File: config.mk
export PLATFORM = sky130hd
export DESIGN_NAME = serial_add_ctrl
export DESIGN_NICKNAME = d
export VERILOG_FILES = /design/src/rtl/serial_add_ctrl.sv
export SDC_FILE = /design/constraint.sdc
export NUM_CORES = 1
export LEC_CHECK = 0
export ABC_CLOCK_PERIOD_IN_PS = 4490
export BUFFER_PORTS_ARGS = -buffer_cell sky130_fd_sc_hd__buf_2
export CAP_MARGIN = 15
export CORE_ASPECT_RATIO = 0.5
export CORE_MARGIN = 1
export CORE_UTILIZATION = 30
export CTS_BUF_LIST = sky130_fd_sc_hd__clkbuf_8
export DETAILED_ROUTE_END_ITERATION = 8
export GPL_ROUTABILITY_DRIVEN = 0
export PLACE_DENSITY_LB_ADDON = 0.25
export SLEW_MARGIN = 25
export SYNTH_ARGS = -nofsm -noshare
export SYNTH_HDL_FRONTEND = slang
export SYNTH_SLANG_ARGS = --single-unit
File: constraint.sdc
create_clock -name clk -period 4.49 [get_ports clk]
set_input_delay 0.2245 -clock clk [delete_from_list [all_inputs] [get_ports clk]]
set_output_delay 0.2245 -clock clk [all_outputs]
set_load 0.05 [all_outputs]
File: src/rtl/serial_add_ctrl.sv
// Bit-serial add/subtract sequencer around a single 1-bit full-adder cell.
// Ports: clk, rst (async high); in_valid/in_ready + op_a/op_b/op_sub request;
// out_valid/out_ready + sum/carry_out/overflow registered result.

module fulladder (
    input  logic a,
    input  logic b,
    input  logic c,
    output logic s,
    output logic cout
);
    assign s    = a ^ b ^ c;
    assign cout = (a & b) | (c & (a ^ b));
endmodule

module serial_add_ctrl #(
    parameter int WIDTH = 8,
    localparam int CNT_W = $clog2(WIDTH + 1)
) (
    input  logic             clk,
    input  logic             rst,
    input  logic             in_valid,
    output logic             in_ready,
    input  logic [WIDTH-1:0] op_a,
    input  logic [WIDTH-1:0] op_b,
    input  logic             op_sub,
    output logic             out_valid,
    input  logic             out_ready,
    output logic [WIDTH-1:0] sum,
    output logic             carry_out,
    output logic             overflow
);

    typedef enum logic [1:0] {
        S_IDLE = 2'd0,
        S_RUN  = 2'd1,
        S_DONE = 2'd2
    } state_t;

    state_t             r_state;
    state_t             w_next;

    logic [WIDTH-1:0]   r_a_sr;
    logic [WIDTH-1:0]   r_b_sr;
    logic [WIDTH-1:0]   r_res_sr;
    logic [WIDTH-1:0]   r_sum;
    logic [CNT_W-1:0]   r_cnt;
    logic               r_carry;
    logic               r_cout;
    logic               r_ovf;

    logic               w_s;
    logic               w_cout;
    logic               w_last;
    logic [WIDTH-1:0]   w_res_next;

    fulladder u_fa (
        .a    (r_a_sr[0]),
        .b    (r_b_sr[0]),
        .c    (r_carry),
        .s    (w_s),
        .cout (w_cout)
    );

    assign w_last     = (r_cnt == CNT_W'(WIDTH - 1));
    assign w_res_next = {w_s, r_res_sr[WIDTH-1:1]};

    always_ff @(posedge clk or posedge rst) begin
        if (rst) begin
            r_state <= S_IDLE;
        end else begin
            r_state <= w_next;
        end
    end

    always_comb begin
        w_next = r_state;
        unique case (r_state)
            S_IDLE: if (in_valid)  w_next = S_RUN;
            S_RUN:  if (w_last)    w_next = S_DONE;
            S_DONE: if (out_ready) w_next = S_IDLE;
            default:               w_next = S_IDLE;
        endcase
    end

    // Subtraction is A + ~B + 1: B is inverted on load and the +1 enters
    // as the initial carry.
    always_ff @(posedge clk or posedge rst) begin
        if (rst) begin
            r_a_sr   <= '0;
            r_b_sr   <= '0;
            r_res_sr <= '0;
            r_sum    <= '0;
            r_cnt    <= '0;
            r_carry  <= 1'b0;
            r_cout   <= 1'b0;
            r_ovf    <= 1'b0;
        end else begin
            unique case (r_state)
                S_IDLE: begin
                    if (in_valid) begin
                        r_a_sr  <= op_a;
                        r_b_sr  <= op_sub ? ~op_b : op_b;
                        r_carry <= op_sub;
                        r_cnt   <= '0;
                    end
                end
                S_RUN: begin
                    r_a_sr   <= r_a_sr >> 1;
                    r_b_sr   <= r_b_sr >> 1;
                    r_res_sr <= w_res_next;
                    r_carry  <= w_cout;
                    r_cnt    <= r_cnt + CNT_W'(1);
                    // Result registers change only here, so they hold
                    // through DONE and after the handshake.
                    if (w_last) begin
                        r_sum  <= w_res_next;
                        r_cout <= w_cout;
                        r_ovf  <= r_carry ^ w_cout;
                    end
                end
                default: ;
            endcase
        end
    end

    assign in_ready  = (r_state == S_IDLE);
    assign out_valid = (r_state == S_DONE);
    assign sum       = r_sum;
    assign carry_out = r_cout;
    assign overflow  = r_ovf;

endmodule

After elaboration in Yosys (flattened, before gate mapping). Cells that the tools add are included.

Bits in registers: 41. Output and inout port bits: 12. Logic and storage cells: 41.

$add $sub $neg: 1. Reductions and logical operators: 5. Mux-type cells: 13. Bitwise logic cells: 7. Equality and inequality tests: 6.

Operators by type and width (count): $pmux W8 S2 (2); $mux W8 (3); $not A8 Y8 (1); $pmux W4 S2 (1); $mux W2 (3); $pmux W2 S3 (1); $add A4 B1 Y4 const B (1); $eq A4 B3 Y1 const B (1); $mux W4 (1); $ne A2 B2 Y1 const B (2); $reduce_and A2 Y1 (2); $reduce_and A3 Y1 (1); $xor A1 B1 Y1 (3); $and A1 B1 Y1 (2); $eq A2 B1 Y1 const B (1); $eq A2 B2 Y1 const B (1); $logic_not A2 Y1 (1); $ne A2 B1 Y1 const B (1); $pmux W1 S2 (1); $reduce_bool A2 Y1 (1); $mux W1 (1); $or A1 B1 Y1 (1).

Logic depth before layout (Yosys ltp).
Depth in word-level cells: 4. Mapped depth: 5. Gate-level depth less buffers: 4.

Modules after synthesis. Synthesis repeated with hierarchy kept, for this count alone.

Cells, all modules: 155. Area total of the unflattened synthesis: 1781.7 µm².

By module, submodules not included: serial_add_ctrl (cells each 154, seq. area each 1001.0 µm², area each 1761.7 µm², times used 1); fulladder (cells each 1, seq. area each 0.0 µm², area each 20.0 µm², times used 1).

Worst setup path before layout. No wires, ideal clock.

Path kind: reg2reg. Start: register r_state[1]. End: register r_b_sr[1]. Arrival: 1.764 ns. Clock period less this slack: 1.854 ns. Path slack: 2.636 ns. Stages on the path, launching flop included: 5. Path buffers: 1. Required time: 4.400 ns. Cell sequence: dfrtp_1 -> clkbuf_1 -> nor2_1 -> nand2_1 -> o221ai_1.

Cells in the longest elaborated chain, start to end: 3. Elaborated cells on any way between the ends: 6. Classes of those cells: eq/ne: 2; mux: 1; reduce/logical: 3.

Ends and longest elaborated chain: start: declaration (line 40) `state_t r_state;`; start signal: assignment (line 72) `r_state <= w_next;`; $logic_not A2 Y1 *; net in_ready (line 23) `output logic in_ready,`; $ne A2 B2 Y1 (no source line) / $reduce_bool A2 Y1 (equally long branches); $reduce_and A2 Y1 (no source line); end signal: assignment (line 103) `r_b_sr <= op_sub ? ~op_b : op_b;`; end signal: assignment (line 110) `r_b_sr <= r_b_sr >> 1;`; end: declaration (line 44) `logic [WIDTH-1:0] r_b_sr;`.

The timed path passes the listed nets; every way through them passes the cells marked *. A chain may end at the register's enable or synchronous reset.

Final worst setup path.
Start: register r_state[0]. End: register r_sum[6], in the netlist sum[6].

Cells in the longest elaborated chain, start to end: 2.

Ends and longest elaborated chain: $eq A2 B1 Y1 (line 99) `unique case (r_state)`; $reduce_and A2 Y1 (no source line); end signal: assignment (line 117) `r_sum <= w_res_next;`; end: declaration (line 46) `logic [WIDTH-1:0] r_sum;`.

No other way between the ends.

==> results <==
- No sink is reached through more buffers than the 2 on the longest clock path.
- The post-route netlist has 32.80% of its cells at a drive strength greater than 1.
- The number of antenna diodes in the final layout is 0.
- The library cells used most frequently in the layout, excluding fill and tap cells, are dfrtp_1 (40), buf_2 (32), nand2_1 (24), o21ai_0 (10).
- The remaining global-route overflow is 0.
- Setup total negative slack on the finished layout was measured at 0 ns.
- The most common library cell in the layout ignoring fill and taps is dfrtp_1.
- In this run, post-CTS hold repair placed 0 buffers.
- The number of clock sinks is 40.
- The sequential element share of the synthesized area is 53.66%.
- The post-synthesis cell type count is 30.
- The width of the die is 113.5 um.
- The cell area that synthesis handed to floorplanning was 0.001866 mm^2.
- Once detailed placement completed, the half-perimeter wirelength came to 2.377 mm.
- The global-route wire length before repair is 5.947 mm.
- The number of optimization iterations in the first detailed-route pass is 4.
- The kind of cell with the highest combined delay along the critical path is simple AND/OR/NAND/NOR gates.
- The post-route cell area is 0.002176 mm^2.
- Walking the worst path, the cells encountered are and2b_4, nor3b_4, mux2_2.
- Dividing total power by cell area gives a power density of 648.4 mW/mm^2.
- The die height is 57.76 um.
- Averaged over all synthesized cells, the footprint is 11.81 um^2.
- The I/O pin count is 33.
- The worst-case setup slack after placement is 2.012 ns.
- The overall power is 1.411 mW.
- The number of register bits inferred by synthesis is 40.
- The die area is 0.006557 mm^2.
- The H-tree generated during clock tree synthesis spans 2 levels.
- Static timing analysis puts the maximum clock frequency at 0.4053 GHz.
- The final-report hold violation count is 0.
- The worst path needs 2.468 ns of the cycle, external delays included.
- The startpoint type of the worst setup path is a flop.
- Post-CTS repair changed the size of 0 cells.
- The clock slew seen by the registers of the worst setup and hold paths is 0.08 ns.
- The CTS tree is built.
- The post-CTS repair timing setup buffer count is 0.
- The max-slew violation count is 0.
- The average wire per standard cell is 12.86 um.
- The routed via count is 1241.
- Max-cap violations in this run came to 0.
- The critical path capture point type is a flop.
- The setup-violating endpoint count in the final report is 0.
- The total wire length is 3.511 mm.
- The cell total after placement is 265.
- The critical path required time is 4.67 ns.
- In the routed design, unresolved DRC markers number 0.
- The number of nets in the synthesized netlist is 181.
- The growth of design area from synthesis to finish is 16.63%.
- The top cell type by area accounts for 53.66% of the synthesized area.
- Synthesis produced 158 cells.
- The main flop type after synthesis is dfrtp_1.
- TritonCTS created 5 clock buffers.
- The worst path uses 54.96% of the clock period.
- The number of global-route vias before repair came to 1267.
- The post-detailed-route count of antenna-violating nets is 0.
- Along the worst path, the maximum fanout reaches 27.
- Across every metal layer, demand over resource in global routing totals 11.82%.
- The net count of the finished layout is 211.
- The number of synthesized flops with an enable pin is 0.
- In this run the static leakage power is 1.019 nW.
- The flow ran to the end, and the final reports show no timing, DRC or antenna violations.
- After detailed placement, the total cell area comes to 0.002083 mm^2.
- The DRC violation total after the first TritonRoute iteration is 52.
- The worst setup path is of the flop to flop kind.
- The cell chosen for the clock root is clkbuf_8.
- The worst hold path class is input port to async pin.
- The number of filler instances in the final layout is 565.
- Setup repair after global routing left no endpoint under its margin.
- In the post-route analysis, the smallest setup slack over all paths is 2.022 ns.
- After floorplanning, the core was divided into 19 placement rows.
- The region available for standard cell placement spans 0.005729 mm^2.
- The via count normalized by instance count is 4.546.
- For the pin with the worst max-slew slack, the measured transition is 0.8092 ns.
- For this configuration, the core starts out at a cell density of 32.56%.
- The largest area contributor in the netlist is dfrtp_1.
- Among all stages on the critical path, the largest delay is contributed by dfrtp_1.
- The initial antenna violation count is 0.
- The delay of the slowest critical-path stage is 0.87 ns.
- The Yosys step of the flow raised 0 warnings.
- The maximum number of pins on one net before global-route repair is 41.
- Of all flip-flops after synthesis, the portion carrying an async set or reset was 100.0%.
- The clock insertion delay at the later pin of the skew report is 0.28 ns.
- The maximum VDD drop is 0.1718 mV.
- The arrival time of data at the critical path endpoint is 2.64 ns.
- Once layout is complete, the cells apart from fillers number 273.
- The final clock skew is 0.004310 ns.
- The number of buffers and inverters on the critical path is 0.
- After synthesis, the cell types taking the most area are dfrtp_1 (54%), mux2_4 (7.2%), mux2_2 (5.4%), nand2_1 (4.8%), xnor2_1 (3.8%).
- The worst slew slack as a fraction of its limit is 46.05%.
- The number of port buffers is 32.
area by class of cell:
class	instances	area (um^2)	share of cell area, %
Tap cell	84	105.1	4.830
Inverter	3	11.26	0.5175
Timing Repair Buffer	33	167.7	7.706
Clock buffer	6	82.58	3.795
Sequential cell	40	1001	46.00
Clock inverter	2	10.01	0.4600
Multi-Input combinational cell	105	798.3	36.69
worst reg2reg max path, cell delays in order (launching register included):
cell and delay, ns:
dfrtp_1 0.87, and2b_4 0.39, nor3b_4 0.69, mux2_2 0.41
Yosys cell counts, drive strengths merged (3+ instances only):
master  instances
and3b           3
buf             7
a22oi           5
nand2          24
inv             3
o221ai          7
xnor2           8
nor2b           6
o21ai          10
a21oi           8
mux2           18
clkbuf          3
dfrtp          40
metal layers:
metal,global-route usage [%],part of all wire [%]
met5,0,0
met4,5.075,1.4
met3,3.347,4.0
met2,17.94,45
met1,15.98,50
registers in the layout (all words and copies together), names as in the netlist:
signal and count:
carry_out 1, overflow 1, r_a_sr 8, r_b_sr 8, r_carry 1, r_cnt 4, r_res_sr 7, r_state 2
sum 8
final timing paths:
check / slack (ns) / endpoint / start / cells after the start
min in group clk: 0.21 / r_state[1] / out_ready / 3
max in group asynchronous: 4.09 / r_a_sr[4] / rst / 3
min reg2reg: 0.49 / r_b_sr[7] / r_b_sr[7] / 2
min: 0.06 / sum[4] / rst / 3
max reg2reg: 2.02 / sum[6] / r_state[0] / 3
max: 2.02 / sum[6] / r_state[0] / 3
power breakdown:
group,internal [mW],total [mW],switching (mW)
clock,0.123,0.243,0.121
sequential,0.502,0.624,0.122
combinational,0.242,0.543,0.301
total,0.867,1.41,0.544
kinds of logic (layout without fill, tap and decap cells):
group,count (synthesis),in the layout,synth area share [%]
AO/OA/AOI/OAI,35,35,12.48
adder cells (fa/ha/maj),2,2,1.744
AND/OR/NAND/NOR,40,40,11.13
flip-flops,40,40,53.66
multiplexers,19,19,13.21
XOR/XNOR,9,9,4.226
buffers and inverters,13,44,3.554
per-stage QoR:
stage	utilization, %	hold WS (ns)
after floorplan	-	0.3791
after global placement	36.36	0.3836
after detailed placement	36.36	0.3859
after CTS	37.98	0.07285
after global routing	37.98	0.09962
final	37.98	0.05630
Power figures use the tool's default switching activity.
